<file path="config.mk">
export PLATFORM = sky130hd
export DESIGN_NAME = selector_campo_edicion
export DESIGN_NICKNAME = d
export VERILOG_FILES = /design/src/rtl/selector_campo_edicion.sv
export SDC_FILE = /design/constraint.sdc
export NUM_CORES = 1
export LEC_CHECK = 0
export ABC_AREA = 0
export CAP_MARGIN = 20
export CORE_UTILIZATION = 30
export DETAILED_ROUTE_END_ITERATION = 16
export MAX_ROUTING_LAYER = met4
export PLACE_DENSITY_LB_ADDON = 0.2
export SLEW_MARGIN = 0
export SYNTH_ARGS = -nofsm -noshare
export SYNTH_HDL_FRONTEND = slang
export SYNTH_SLANG_ARGS = --single-unit
</file>
<file path="constraint.sdc">
create_clock -name clk -period 2 [get_ports clk]
set_input_delay 0.2 -clock clk [delete_from_list [all_inputs] [get_ports clk]]
set_output_delay 0.2 -clock clk [all_outputs]
set_load 0.05 [all_outputs]
</file>
<file path="src/rtl/selector_campo_edicion.sv">
// Edit-mode front end: debounces four push-buttons, tracks the field being edited
// inside the selected group and drives the shared field code plus up/down levels.
module selector_campo_edicion #(
  parameter int DEB_CYCLES = 1_000_000
) (
  input  logic       clk,
  input  logic       reset,
  input  logic       btn_left,
  input  logic       btn_right,
  input  logic       btn_up,
  input  logic       btn_down,
  input  logic [1:0] prog_sel,
  output logic [3:0] en_count,
  output logic       enUP,
  output logic       enDOWN,
  output logic [1:0] field_idx
);

  localparam int             CW       = (DEB_CYCLES > 2) ? $clog2(DEB_CYCLES) : 1;
  localparam logic [CW-1:0]  CNT_LAST = CW'(DEB_CYCLES - 1);
  localparam int             B_LEFT   = 0;
  localparam int             B_RIGHT  = 1;
  localparam int             B_UP     = 2;
  localparam int             B_DOWN   = 3;

  typedef enum logic [1:0] {
    GRP_NONE  = 2'b00,
    GRP_CLOCK = 2'b01,
    GRP_DATE  = 2'b10,
    GRP_TIMER = 2'b11
  } grp_e;

  function automatic logic [3:0] group_base(input grp_e grp);
    case (grp)
      GRP_CLOCK: group_base = 4'd1;
      GRP_DATE:  group_base = 4'd4;
      GRP_TIMER: group_base = 4'd10;
      default:   group_base = 4'd0;
    endcase
  endfunction

  logic [3:0]    raw;
  logic [3:0]    sync1_q, sync2_q;
  logic [3:0]    deb_q, deb_d, deb_prev_q;
  logic [CW-1:0] cnt_q [4];
  logic [CW-1:0] cnt_d [4];
  logic [3:0]    rise;
  logic [1:0]    prog_sel_q;
  logic [1:0]    field_idx_q, field_idx_d;
  logic [3:0]    en_count_q, en_count_d;
  logic          en_up_q, en_up_d, en_down_q, en_down_d;
  grp_e          grp;

  assign raw  = {btn_down, btn_up, btn_right, btn_left};
  assign rise = deb_q & ~deb_prev_q;
  assign grp  = grp_e'(prog_sel);

  // Counter restarts whenever the synced input agrees with the accepted level.
  always_comb begin
    // NOTE: every always_comb output gets a default first so no latch is inferred.
    for (int i = 0; i < 4; i++) begin
      deb_d[i] = deb_q[i];
      cnt_d[i] = '0;
      if (sync2_q[i] != deb_q[i]) begin
        if (cnt_q[i] == CNT_LAST) deb_d[i] = ~deb_q[i];
        else                      cnt_d[i] = cnt_q[i] + CW'(1);
      end
    end
  end

  always_comb begin
    field_idx_d = field_idx_q;
    if (grp == GRP_NONE || prog_sel_q != prog_sel) begin
      field_idx_d = 2'd0;
    end else if (rise[B_RIGHT] && !rise[B_LEFT]) begin
      field_idx_d = (field_idx_q == 2'd2) ? 2'd0 : field_idx_q + 2'd1;
    end else if (rise[B_LEFT] && !rise[B_RIGHT]) begin
      field_idx_d = (field_idx_q == 2'd0) ? 2'd2 : field_idx_q - 2'd1;
    end
    en_count_d = group_base(grp) + {2'b00, field_idx_d};
    en_up_d    = deb_q[B_UP]   & ~deb_q[B_DOWN] & (grp != GRP_NONE);
    en_down_d  = deb_q[B_DOWN] & ~deb_q[B_UP]   & (grp != GRP_NONE);
  end

  // NOTE: sequential state uses non-blocking assignments so every register samples pre-edge values.
  always_ff @(posedge clk) begin
    if (!reset) begin
      sync1_q     <= '0;
      sync2_q     <= '0;
      deb_q       <= '0;
      deb_prev_q  <= '0;
      prog_sel_q  <= 2'b00;
      field_idx_q <= 2'd0;
      en_count_q  <= 4'd0;
      en_up_q     <= 1'b0;
      en_down_q   <= 1'b0;
      // NOTE: the counter array is small register state, so it is cleared like any other flop.
      for (int i = 0; i < 4; i++) cnt_q[i] <= '0;
    end else begin
      sync1_q     <= raw;
      sync2_q     <= sync1_q;
      deb_q       <= deb_d;
      deb_prev_q  <= deb_q;
      prog_sel_q  <= prog_sel;
      field_idx_q <= field_idx_d;
      en_count_q  <= en_count_d;
      en_up_q     <= en_up_d;
      en_down_q   <= en_down_d;
      for (int i = 0; i < 4; i++) cnt_q[i] <= cnt_d[i];
    end
  end

  assign en_count  = en_count_q;
  assign enUP      = en_up_q;
  assign enDOWN    = en_down_q;
  assign field_idx = field_idx_q;

endmodule
</file>
==> metrics.md <==
| Metric | Value |
|---|---|
| Switch share | `0.212` |
| First-pass GRT wire length | `15,900 um` |
| Post-Place Worst Slack | `-0.163 ns` |
| Largest net degree at the start of global routing | `25` |
| Crit path arrival time | `2.17 ns` |
| Maxcap violations | `0` |
| Ports | `16` |
| Congestion Overflow GR | `0` |
| Worst skew pair latency | `0.35 ns` |
| Fin nets | `570` |
| Clock root buffer master | `clkbuf_16` |
| Asr flop ratio synth | `0` |
| Share of cells above drive strength 1 | `0.120` |
| P_int | `3.10 mW` |
| Sequential fraction of the synthesis area | `0.460` |
| GR Util met3 | `0.0408` |
| Antenna Nets Post-Route | `0` |
| Synthesized area per cell | `8.82 um2` |
| Worst setup EP type | `flip-flop` |
| Period utilization | `0.966` |
| Leakage | `1.71 nW` |
| Slew @ Worst Pin | `0.568 ns` |
| Compound-Gate Fraction of Synth Area | `0.0915` |
| Max-slew violation count | `0` |
| GR met1 Demand/Resource | `0.148` |
| Clock network power share | `0.443` |
| Via count | `3,622` |
| Met2 usage | `0.216` |
| Reg2Reg Setup Slack | `0.07 ns` |
| Commonest cells after routing, fill and taps aside | `99 x dfxtp_1, 55 x nor2_1, 31 x xnor2_1, 31 x a21oi_1` |
| GRT Total Usage | `0.130` |
| Gr busiest metal | `met2` |
| Vias in the first global route | `3,586` |
| Mapped Cells | `513` |
| Gp weighted congestion | `0.789` |
| Gate power share | `0.025` |
| Chip Height | `125 um` |
| Die Width | `125 um` |
| Critical Path Start Type | `flip-flop` |
| Final setup margin | `0.0674 ns` |
| Fin crit period | `1.93 ns` |
| # setup viols final | `0` |
| Initial antenna violation count | `0` |
| Final core occ | `0.370` |
| Vias per inst | `4.88` |
| TritonCTS clock tree | `yes` |
| Post-Synth Simple-Gate Area | `0.287` |
| Main combinational cell family by area after synthesis | `simple AND/OR/NAND/NOR gates` |
| H-Tree Depth | `3` |
| Most common cell after layout, fill and taps aside | `dfxtp_1` |
| Area Growth Syn to Fin | `19.8%` |
| Peak Freq | `0.517 GHz` |
| Hold Crit Class | `input pin to flip-flop` |
| Post-CTS setup buffer count | `0` |
| WS Path Type | `flip-flop to flip-flop` |
| Port Buffers | `15` |
| Clock slew at reported path FFs | `0.07 ns` |
| Row count | `44` |
| Clock tree buffer depth | `2` |
| Adder-cell area share of the yosys netlist | `0.0265` |
| Core area | `14,600 um2` |
| Cell variety after synth | `40` |
| Synth Warn # | `0` |
| DR pass1 iterations | `10` |
| XOR/XNOR Fraction of Synth Area | `0.101` |
| Iter 0 DRT Violations | `217` |
| Flop pwr share | `0.532` |
| Total power | `3.93 mW` |
| Inserted Clock Buffers | `9` |
| Ant diodes | `0` |
| Power Dens Cells | `725 nW/um2` |
| Final Hold Viols | `0` |
| Max Clock Skew | `0.00667 ns` |
| # DRC | `2` |
| VDD IR max | `0.501 mV` |
| Starting density of the core | `0.309` |
| Switching power | `0.832 mW` |
| Routed wire length per instance | `12.2 um` |
| Mux cell area share after synthesis | `0` |
| CP Data Required Time | `2.23 ns` |
| Rel. slew slack | `0.620` |
| Violated checks | `design-rule violations` |
| Clk sinks | `104` |
| Syn Std Cell Area | `4530 um2` |
| Net count after synthesis | `530` |
| Main synth FF type | `dfxtp_1` |
| Die Area | `15,600 um2` |
| Final wirelength | `9070 um` |
| Post-synthesis register bit count | `104` |
| HPWL Detailed | `6450 um` |
| Status | `finished, violations left` |
| Post-synth EDFFs | `0` |
| CP max FO | `19` |
==> power groups by stage <==
| stage | registers (mW) | logic [mW] | clock network, mW |
|---|---|---|---|
| global route | 2.09 | 0.110 | 1.89 |
| floorplan | 2.15 | 0.0409 | 0 |
| finish | 2.09 | 0.0994 | 1.74 |
| CTS | 2.09 | 0.101 | 1.82 |
| global placement | 2.14 | 0.0997 | 0 |
| detailed placement | 2.14 | 0.101 | 0 |
==> critical path, stage by stage (launching register included) <==
cell,delay [ns]
dfxtp_1,0.31
or4b_1,0.53
or4_4,0.56
o211ai_4,0.20
buf_12,0.18
a21oi_1,0.05
==> flip-flops by register name, indices dropped and copies added (netlist names) <==
register    count
sync2_q         4
prog_sel_q      2
deb_q           4
sync1_q         4
cnt_q          80
field_idx       2
enDOWN          1
deb_prev_q      2
en_count        4
enUP            1
==> cells in the mapped netlist, types with 2 or more instances <==
| master | instances | area share |
|---|---|---|
| nor4b_1 | 5 | 0.0097 |
| nor2_1 | 56 | 0.046 |
| o211ai_1 | 3 | 0.0050 |
| or2_2 | 2 | 0.0028 |
| a21oi_1 | 32 | 0.035 |
| or3_2 | 2 | 0.0033 |
| clkbuf_1 | 10 | 0.0083 |
| or3_1 | 25 | 0.035 |
| nor3_1 | 12 | 0.013 |
| and4_1 | 2 | 0.0039 |
| and2_1 | 18 | 0.025 |
| buf_2 | 3 | 0.0033 |
| nand4b_1 | 3 | 0.0058 |
| nor2b_1 | 7 | 0.0097 |
| or4_1 | 14 | 0.023 |
| o31ai_1 | 7 | 0.012 |
| dfxtp_1 | 104 | 0.46 |
| nand2_1 | 26 | 0.022 |
| xnor2_1 | 31 | 0.060 |
| nor4_1 | 8 | 0.011 |
| xor2_1 | 21 | 0.041 |
| nand3_1 | 27 | 0.030 |
| nor3b_1 | 5 | 0.0083 |
| nand4_1 | 12 | 0.017 |
| inv_1 | 24 | 0.020 |
| and3_1 | 9 | 0.012 |
| o21ai_0 | 25 | 0.028 |
| ha_1 | 8 | 0.022 |
==> repair_timing <==
item                                   4_1_cts  5_1_grt
setup endpoints to repair                    2        9
gates resized for setup                      3       14
pin swaps                                    0        1
hold buffers                                 0        0
endpoints found under the hold margin        0        0
==> per-stage QoR <==
step / std cells / setup TNS [ns] / hold WS (ns) / area (um2)
after floorplan: 513 / 0 / 0.322 / 4530
after global routing: 742 / -0.00210 / 0.421 / 5420
after detailed placement: 726 / -0.336 / 0.417 / 5070
after global placement: 726 / -0.238 / 0.422 / 5070
after CTS: 742 / 0 / 0.410 / 5370
final: 742 / 0 / 0.427 / 5420
==> cells by family after synthesis <==
logic type	after synthesis
simple gates	238
compound gates	72
flops	104
xor+xnor	52
buf+inv	38
fa+ha+maj	9
==> layout make-up <==
type                       instances  area (um2)
clock buffer                      11         233
clock inverter                     5        57.6
fill                            1461        9220
inverter                          24        90.1
multi-input combinational        371        2340
sequential                       104        2090
tap                              184         230
timing repair buffer              43         373
==> path summary, 6_finish.rpt <==
path / start / end / depth (start not counted)
hold reg to reg: sync1_q[1] / sync2_q[1] / 1
hold / removal: btn_up / sync1_q[2] / 2
setup reg to reg: cnt_q[2][13] / cnt_q[2][19] / 5
setup / recovery: cnt_q[2][13] / cnt_q[2][19] / 5
==> metal layers <==
layer,vias to the layer above,routed length [um]
met2,27,4300
li1,1876,-
met1,1709,4370
met4,0,120
met5,-,0
met3,10,285
No activity file was read; power rests on OpenSTA's default activity.
